===== config.mk =====
export PLATFORM = sky130hd
export DESIGN_NAME = bcd_to_excess3_serial
export DESIGN_NICKNAME = d
export VERILOG_FILES = /design/src/rtl/bcd_to_excess3_serial.sv
export SDC_FILE = /design/constraint.sdc
export NUM_CORES = 1
export LEC_CHECK = 0
export ABC_AREA = 1
export ABC_CLOCK_PERIOD_IN_PS = 3000
export BUFFER_PORTS_ARGS = -buffer_cell sky130_fd_sc_hd__buf_4
export CAP_MARGIN = 5
export CORE_AREA = 3 3 40 42
export CTS_CLUSTER_DIAMETER = 40
export DETAILED_ROUTE_END_ITERATION = 7
export DIE_AREA = 0 0 43 45
export PLACE_DENSITY = 0.68
export SYNTH_ARGS = -nofsm -noshare
export SYNTH_HDL_FRONTEND = slang
export SYNTH_SLANG_ARGS = --single-unit

===== constraint.sdc =====
create_clock -name Clk -period 3 [get_ports Clk]
set_input_delay 0.15 -clock Clk [delete_from_list [all_inputs] [get_ports Clk]]
set_output_delay 0.15 -clock Clk [all_outputs]
set_load 0.01 [all_outputs]

===== src/rtl/bcd_to_excess3_serial.sv =====
// Serial BCD-to-Excess-3 encoder: LSB-first digit in on X, offset-added code out on Z
// in the same cycle, completed digit presented in parallel with Done and Err.
module bcd_to_excess3_serial #(
    parameter logic [3:0] OFFSET = 4'd3
) (
    input  logic       Clk,
    input  logic       Rst,
    input  logic       X,
    input  logic       Start,
    output logic       Z,
    output logic       Zv,
    output logic       Done,
    output logic [3:0] Digit_out,
    output logic       Err
);

    localparam int unsigned IDX_W   = 2;
    localparam int unsigned DIGIT_W = 4;

    typedef enum logic [IDX_W-1:0] {
        IDLE = 2'd0,
        B1   = 2'd1,
        B2   = 2'd2,
        B3   = 2'd3
    } state_e;

    state_e               state_q, state_d;
    logic                 carry_q, carry_d;
    logic [2:0]           enc_q,   enc_d;
    logic [1:0]           in_q,    in_d;
    logic                 done_q,  done_d;
    logic [DIGIT_W-1:0]   digit_q, digit_d;
    logic                 err_q,   err_d;

    logic [IDX_W-1:0]     bit_idx_c;
    logic [IDX_W-1:0]     idx_next_c;
    logic                 cin_c;
    logic                 off_c;
    logic                 zv_c;
    logic                 z_raw_c;
    logic                 cout_c;

    // Start always restarts at bit 0 with a clean carry, whatever the state.
    always_comb begin
        bit_idx_c  = Start ? IDX_W'(0) : IDX_W'(state_q);
        idx_next_c = bit_idx_c + IDX_W'(1);
        cin_c      = Start ? 1'b0 : carry_q;
        off_c      = OFFSET[bit_idx_c];
        zv_c       = Start | (state_q != IDLE);
        z_raw_c    = X ^ off_c ^ cin_c;
        cout_c     = (X & off_c) | (X & cin_c) | (off_c & cin_c);
    end

    assign Z  = zv_c & z_raw_c;
    assign Zv = zv_c;

    // Next-state: shift encoded/input bits in, complete the digit on bit 3.
    always_comb begin
        state_d = state_q;
        carry_d = carry_q;
        enc_d   = enc_q;
        in_d    = in_q;
        done_d  = 1'b0;
        digit_d = digit_q;
        err_d   = err_q;
        if (zv_c) begin
            if (bit_idx_c == IDX_W'(3)) begin
                state_d = IDLE;
                carry_d = 1'b0;
                digit_d = {z_raw_c, enc_q};
                err_d   = (X & (in_q[1] | in_q[0])) | cout_c;
                done_d  = 1'b1;
            end else begin
                state_d = state_e'(idx_next_c);
                carry_d = cout_c;
                enc_d   = {z_raw_c, enc_q[2:1]};
                in_d    = {X, in_q[1]};
            end
        end
    end

    always_ff @(posedge Clk) begin
        if (Rst) begin
            state_q <= IDLE;
            carry_q <= 1'b0;
            enc_q   <= 3'b000;
            in_q    <= 2'b00;
            done_q  <= 1'b0;
            digit_q <= '0;
            err_q   <= 1'b0;
        end else begin
            state_q <= state_d;
            carry_q <= carry_d;
            enc_q   <= enc_d;
            in_q    <= in_d;
            done_q  <= done_d;
            digit_q <= digit_d;
            err_q   <= err_d;
        end
    end

    assign Done      = done_q;
    assign Digit_out = digit_q;
    assign Err       = err_q;

endmodule


==> Word level (Yosys, flattened, before mapping) <==
Cells that the tools add are included.
{ "word_totals": {"register_bits": 14, "inputBits": 4, "word_cells": 35} }
{ "op_classes": {"addsub": 1, "magnitude_cmp": 1, "eq_ne": 1, "muxes": 7, "bitwise": 14, "reduce_logical": 4} }
{ "ops": {"columns": ["operator", "count"], "rows": [
  ["$and A1 B1 Y1", 5],
  ["$or A1 B1 Y1", 5],
  ["$mux W1", 4],
  ["$mux W2", 2],
  ["$reduce_and A2 Y1", 2],
  ["$lt A2 B3 Y1 const B", 1],
  ["$add A2 B1 Y2 const B", 1],
  ["$bmux W1 S2", 1],
  ["$eq A2 B2 Y1 const B", 1],
  ["$not A1 Y1", 2],
  ["$reduce_bool A2 Y1", 1],
  ["$reduce_or A2 Y1", 1],
  ["$xor A1 B1 Y1", 2]
]} }

==> Longest topological paths before layout <==
{ "depth": {"ltp_word": 7, "ltp_mapped": 8, "ltp_nobuf": 8} }

==> Least setup slack after synthesis <==
No wires, ideal clock.
{ "synth_path": {"path_kind": "register to output", "from": "reg state_q[1]", "to": "out Z", "arrival_time_ps": 926, "required_time_ps": 2850, "slack_ps": 1924, "path_stages_with_launch": 5, "n_path_buf": 0, "path_cell_list": "dfxtp_1 -> nand2_1 -> nand2_2 -> nand3_1 -> a21oi_1"} }
{ "synth_between": {"elab_chain_len": 6, "word_cells_on_any_way": 8} }
{ "synth_lines": {"columns": ["item", "line_no", "rtl"], "rows": [
  ["start, declared", "27", "state_e state_q, state_d;"],
  ["start signal, assigned", "92", "state_q <= state_d;"],
  ["$mux W2", "45", "bit_idx_c = Start ? IDX_W'(0) : IDX_W'(state_q);"],
  ["$bmux W1 S2", "48", "off_c = OFFSET[bit_idx_c];"],
  ["$mux W1 (not written as such)", "48", null],
  ["$xor A1 B1 Y1 (2 in a row)", "50", "z_raw_c = X ^ off_c ^ cin_c;"],
  ["$and A1 B1 Y1 (*)", "54", "assign Z = zv_c & z_raw_c;"],
  ["end, declared", "10", "output logic Z,"]
]} }
Mark *: on every way between the ends. The rest lies on a longest branch, timed or not. The select of a mux whose other input is x is not followed.

==> Final worst setup path <==
Same ends and word-level chain as after synthesis.

==> summary.md <==
| Metric | Value |
|---|---|
| Ys flop type | `sky130_fd_sc_hd__dfxtp_1` |
| Routed wire per std cell | `10.4 um` |
| Highest attainable clock frequency | `0.668 GHz` |
| Crit path setup slack, layout | `1.50 ns` |
| Fraction of synthesized cell area taken by the top area cell type | `46.8%` |
| Clk sinks | `14` |
| Critical Path Start Type | `flip-flop` |
| Post-layout minimum cycle time | `1.50 ns` |
| Number of global-route vias before repair | `439` |
| Area fraction in and, or, nand and nor cells after synthesis | `30.5%` |
| Clock network power share | `29.3%` |
| Worst clock skew | `0.00123 ns` |
| Cell with the largest stage delay on the worst path | `sky130_fd_sc_hd__dfxtp_1` |
| Number of antenna violations at the first check in global routing | `0` |
| Total setup buffers inserted after CTS | `0` |
| Combinational power share | `12.8%` |
| Synthesized-area fraction occupied by ao, oa, aoi and oai cells | `14.8%` |
| Vias per Instance | `4.81` |
| Drt drc | `0` |
| Maximum level of the CTS H-tree | `1` |
| Placed instance count | `103` |
| Setup Crit Path Kind | `reg -> out` |
| FFs w/ async S/R, synth | `0%` |
| Number of input and output port buffers inserted | `11` |
| Register-to-register path setup slack | `1.91 ns` |
| Area Growth Syn to Fin | `20.0%` |
| Synthesized net count | `82` |
| Number of hold violations in the final report | `0` |
| Filler cell count in the final layout | `129` |
| Area used by multi-input combinational logic | `272 um^2` |
| Ranking of synthesized cells by area | `sky130_fd_sc_hd__dfxtp_1, sky130_fd_sc_hd__nand2_1, sky130_fd_sc_hd__nor2_1` |
| Core region area | `1280 um^2` |
| Internal portion of total power | `0.258 mW` |
| Core Rows | `13` |
| Net count reported at finish | `97` |
| Mux share of post-synthesis cell area | `0%` |
| # setup viols final | `0` |
| CP Capture Type | `output port` |
| Synth warnings | `0` |
| Top cells by instance count after synthesis | `sky130_fd_sc_hd__dfxtp_1, sky130_fd_sc_hd__nand2_1, sky130_fd_sc_hd__nor2_1, sky130_fd_sc_hd__inv_1, sky130_fd_sc_hd__o21ai_0` |
| Required time worst endpoint | `2.85 ns` |
| VDD IR-drop max | `0.246 mV` |
| Crit Path Max Fanout | `5` |
| Aggregate global-route resource usage | `13.0%` |
| Leakage power | `0.345 nW` |
| Power share of the sequential group | `57.9%` |
| EDFF count, synth | `0` |
| Worst-case clock buffer depth | `2` |
| Max transition margin | `84.6%` |
| IO Pins | `12` |
| Total iterations of the first detailed-routing run | `4` |
| Hold Crit Class | `in -> reg` |
| Sw power | `0.0866 mW` |
| Syn Std Cell Area | `599 um^2` |
| Power density over cell area | `479 nW/um^2` |
| Initial cell density of the core | `46.6%` |
| Non-filler instance count after layout | `106` |
| Setup repair after global routing missed its margin | `no` |
| Clock buffers created by TritonCTS | `3` |
| Ratio of cells with drive above 1 in the final layout | `26.4%` |
| TritonCTS clock tree | `yes` |
| Max cap viols | `0` |
| Wire length of the first global-routing pass | `1860 um` |
| Antenna diodes | `0` |
| Status | `completed` |
| Slew Viols, Final | `0` |
| Transition time at the pin with the least slew margin | `0.231 ns` |
| Number of antenna-violating nets in the routed design | `0` |
| Synth Area in XOR/XNOR | `0%` |
| Sw Share | `25.1%` |
| Post-synthesis share of cell area spent on full adders, half adders and majority gates | `0%` |
| Tcrit/Tclk final | `49.9%` |
| Largest family of logic cells by synthesized area | `simple AND/OR/NAND/NOR gates` |
| Post-Route WL | `1100 um` |
| Mapped Avg Cell Area | `7.68 um^2` |
| Largest net degree at the start of global routing | `9` |
| Cell at the root of the clock tree | `sky130_fd_sc_hd__clkbuf_4` |
| Cells along the critical path | `nand2_1, nand2_2, nand3_1, a21oi_1, buf_4` |
| Clk_lat worst skew | `0.27 ns` |
| Largest area contributor in the netlist | `sky130_fd_sc_hd__dfxtp_1` |
| Vias | `510` |
| Unique masters post-synth | `19` |
| HPWL after detailed placement | `812 um` |
| Delay of the slowest cell on the worst path | `0.45 ns` |
| Global route overflow | `0` |
| Setup TNS Final | `0 ns` |
| Initial detailed-routing violation count | `3` |
| GPL Wtd Cong | `0.807` |
| Die Width | `43 um` |
| Share of synthesized area occupied by flip-flops and latches | `46.8%` |
| Die outline height | `45 um` |
| CTS-repair resized insts | `0` |
| Flip-flop and latch count after synthesis | `14` |
| CTS Hold Bufs | `0` |
| Arrival time reported for the critical path endpoint | `1.35 ns` |
| Worst slack at placement | `1.81 ns` |
| Gate count of the mapped netlist | `78` |
| Total die area | `1940 um^2` |
| Clock input transition at the sequential cells of the worst setup and hold paths | `0.08 ns` |
| Area of all sequential standard cells | `280 um^2` |
==> worst paths after layout <==
kind	start	to	cells after the start
setup / recovery	state_q[1]	Z	5
hold / removal	Rst	carry_q	2
setup reg to reg	state_q[1]	Err	5
hold reg to reg	enc_q[0]	Digit_out[0]	2
==> logic make-up (layout without fill, tap and decap cells) <==
family | Yosys count | count (layout)
AND/OR/NAND/NOR | 36 | 36
flip-flops | 14 | 14
AO/OA/AOI/OAI | 16 | 16
buffers and inverters | 12 | 25
==> worst max-delay path: cells and delay by family (launching register included) <==
| kind | cells | cell delay [ns] |
|---|---|---|
| simple gates | 3 | 0.31 |
| flops | 1 | 0.45 |
| buf+inv | 1 | 0.13 |
| compound gates | 1 | 0.18 |
==> area by class of cell <==
class / count / area share (%)
Clock buffer: 3 / 3.13
Inverter: 11 / 6.09
Multi-Input combinational cell: 52 / 37.7
Sequential cell: 14 / 39.0
Tap cell: 15 / 2.61
Timing Repair Buffer: 11 / 11.5
==> layer usage <==
layer | GRT usage (%) | vias up | wire length (um)
met5 | 0 | - | 0
met2 | 17.7 | 13 | 449
met1 | 17.6 | 220 | 564
met4 | 9.04 | 0 | 12
met3 | 3.98 | 2 | 76
li1 | - | 275 | -
==> stage by stage <==
step	instance area (um^2)	util, %	power (mW)	hold slack, ns
2_1_floorplan	599	-	0.234	0.313
3_3_place_gp	697	54.2	0.248	0.380
3_5_place_dp	697	54.2	0.248	0.385
4_1_cts	719	56.0	0.350	0.0885
5_1_grt	719	56.0	0.363	0.0898
6_report	719	56.0	0.344	0.0970
==> sequential cells by signal (all words and copies together), names as in the netlist <==
signal     flops
in_q           2
state_q        2
Done           1
Digit_out      4
enc_q          3
carry_q        1
Err            1
==> cell usage in the layout, fill, tap and decap left out, drive strengths merged <==
master | Yosys | final
nand2 | 18 | 18
dfxtp | 14 | 14
nor2 | 12 | 12
buf | 0 | 11
inv | 11 | 11
o21ai | 8 | 8
a21oi | 6 | 6
nand3 | 5 | 5
clkbuf | 1 | 3
o21a | 1 | 1
a211oi | 1 | 1
nor3 | 1 | 1
==> power by group through the flow <==
stage	registers, mW	clock network, mW	logic, mW
after floorplan	0.203	0	0.0313
after global placement	0.204	0	0.0438
after detailed placement	0.204	0	0.0440
after CTS	0.200	0.106	0.0441
after global routing	0.200	0.114	0.0493
final	0.200	0.101	0.0441
Note: power is estimated with default switching activity, not from simulation.
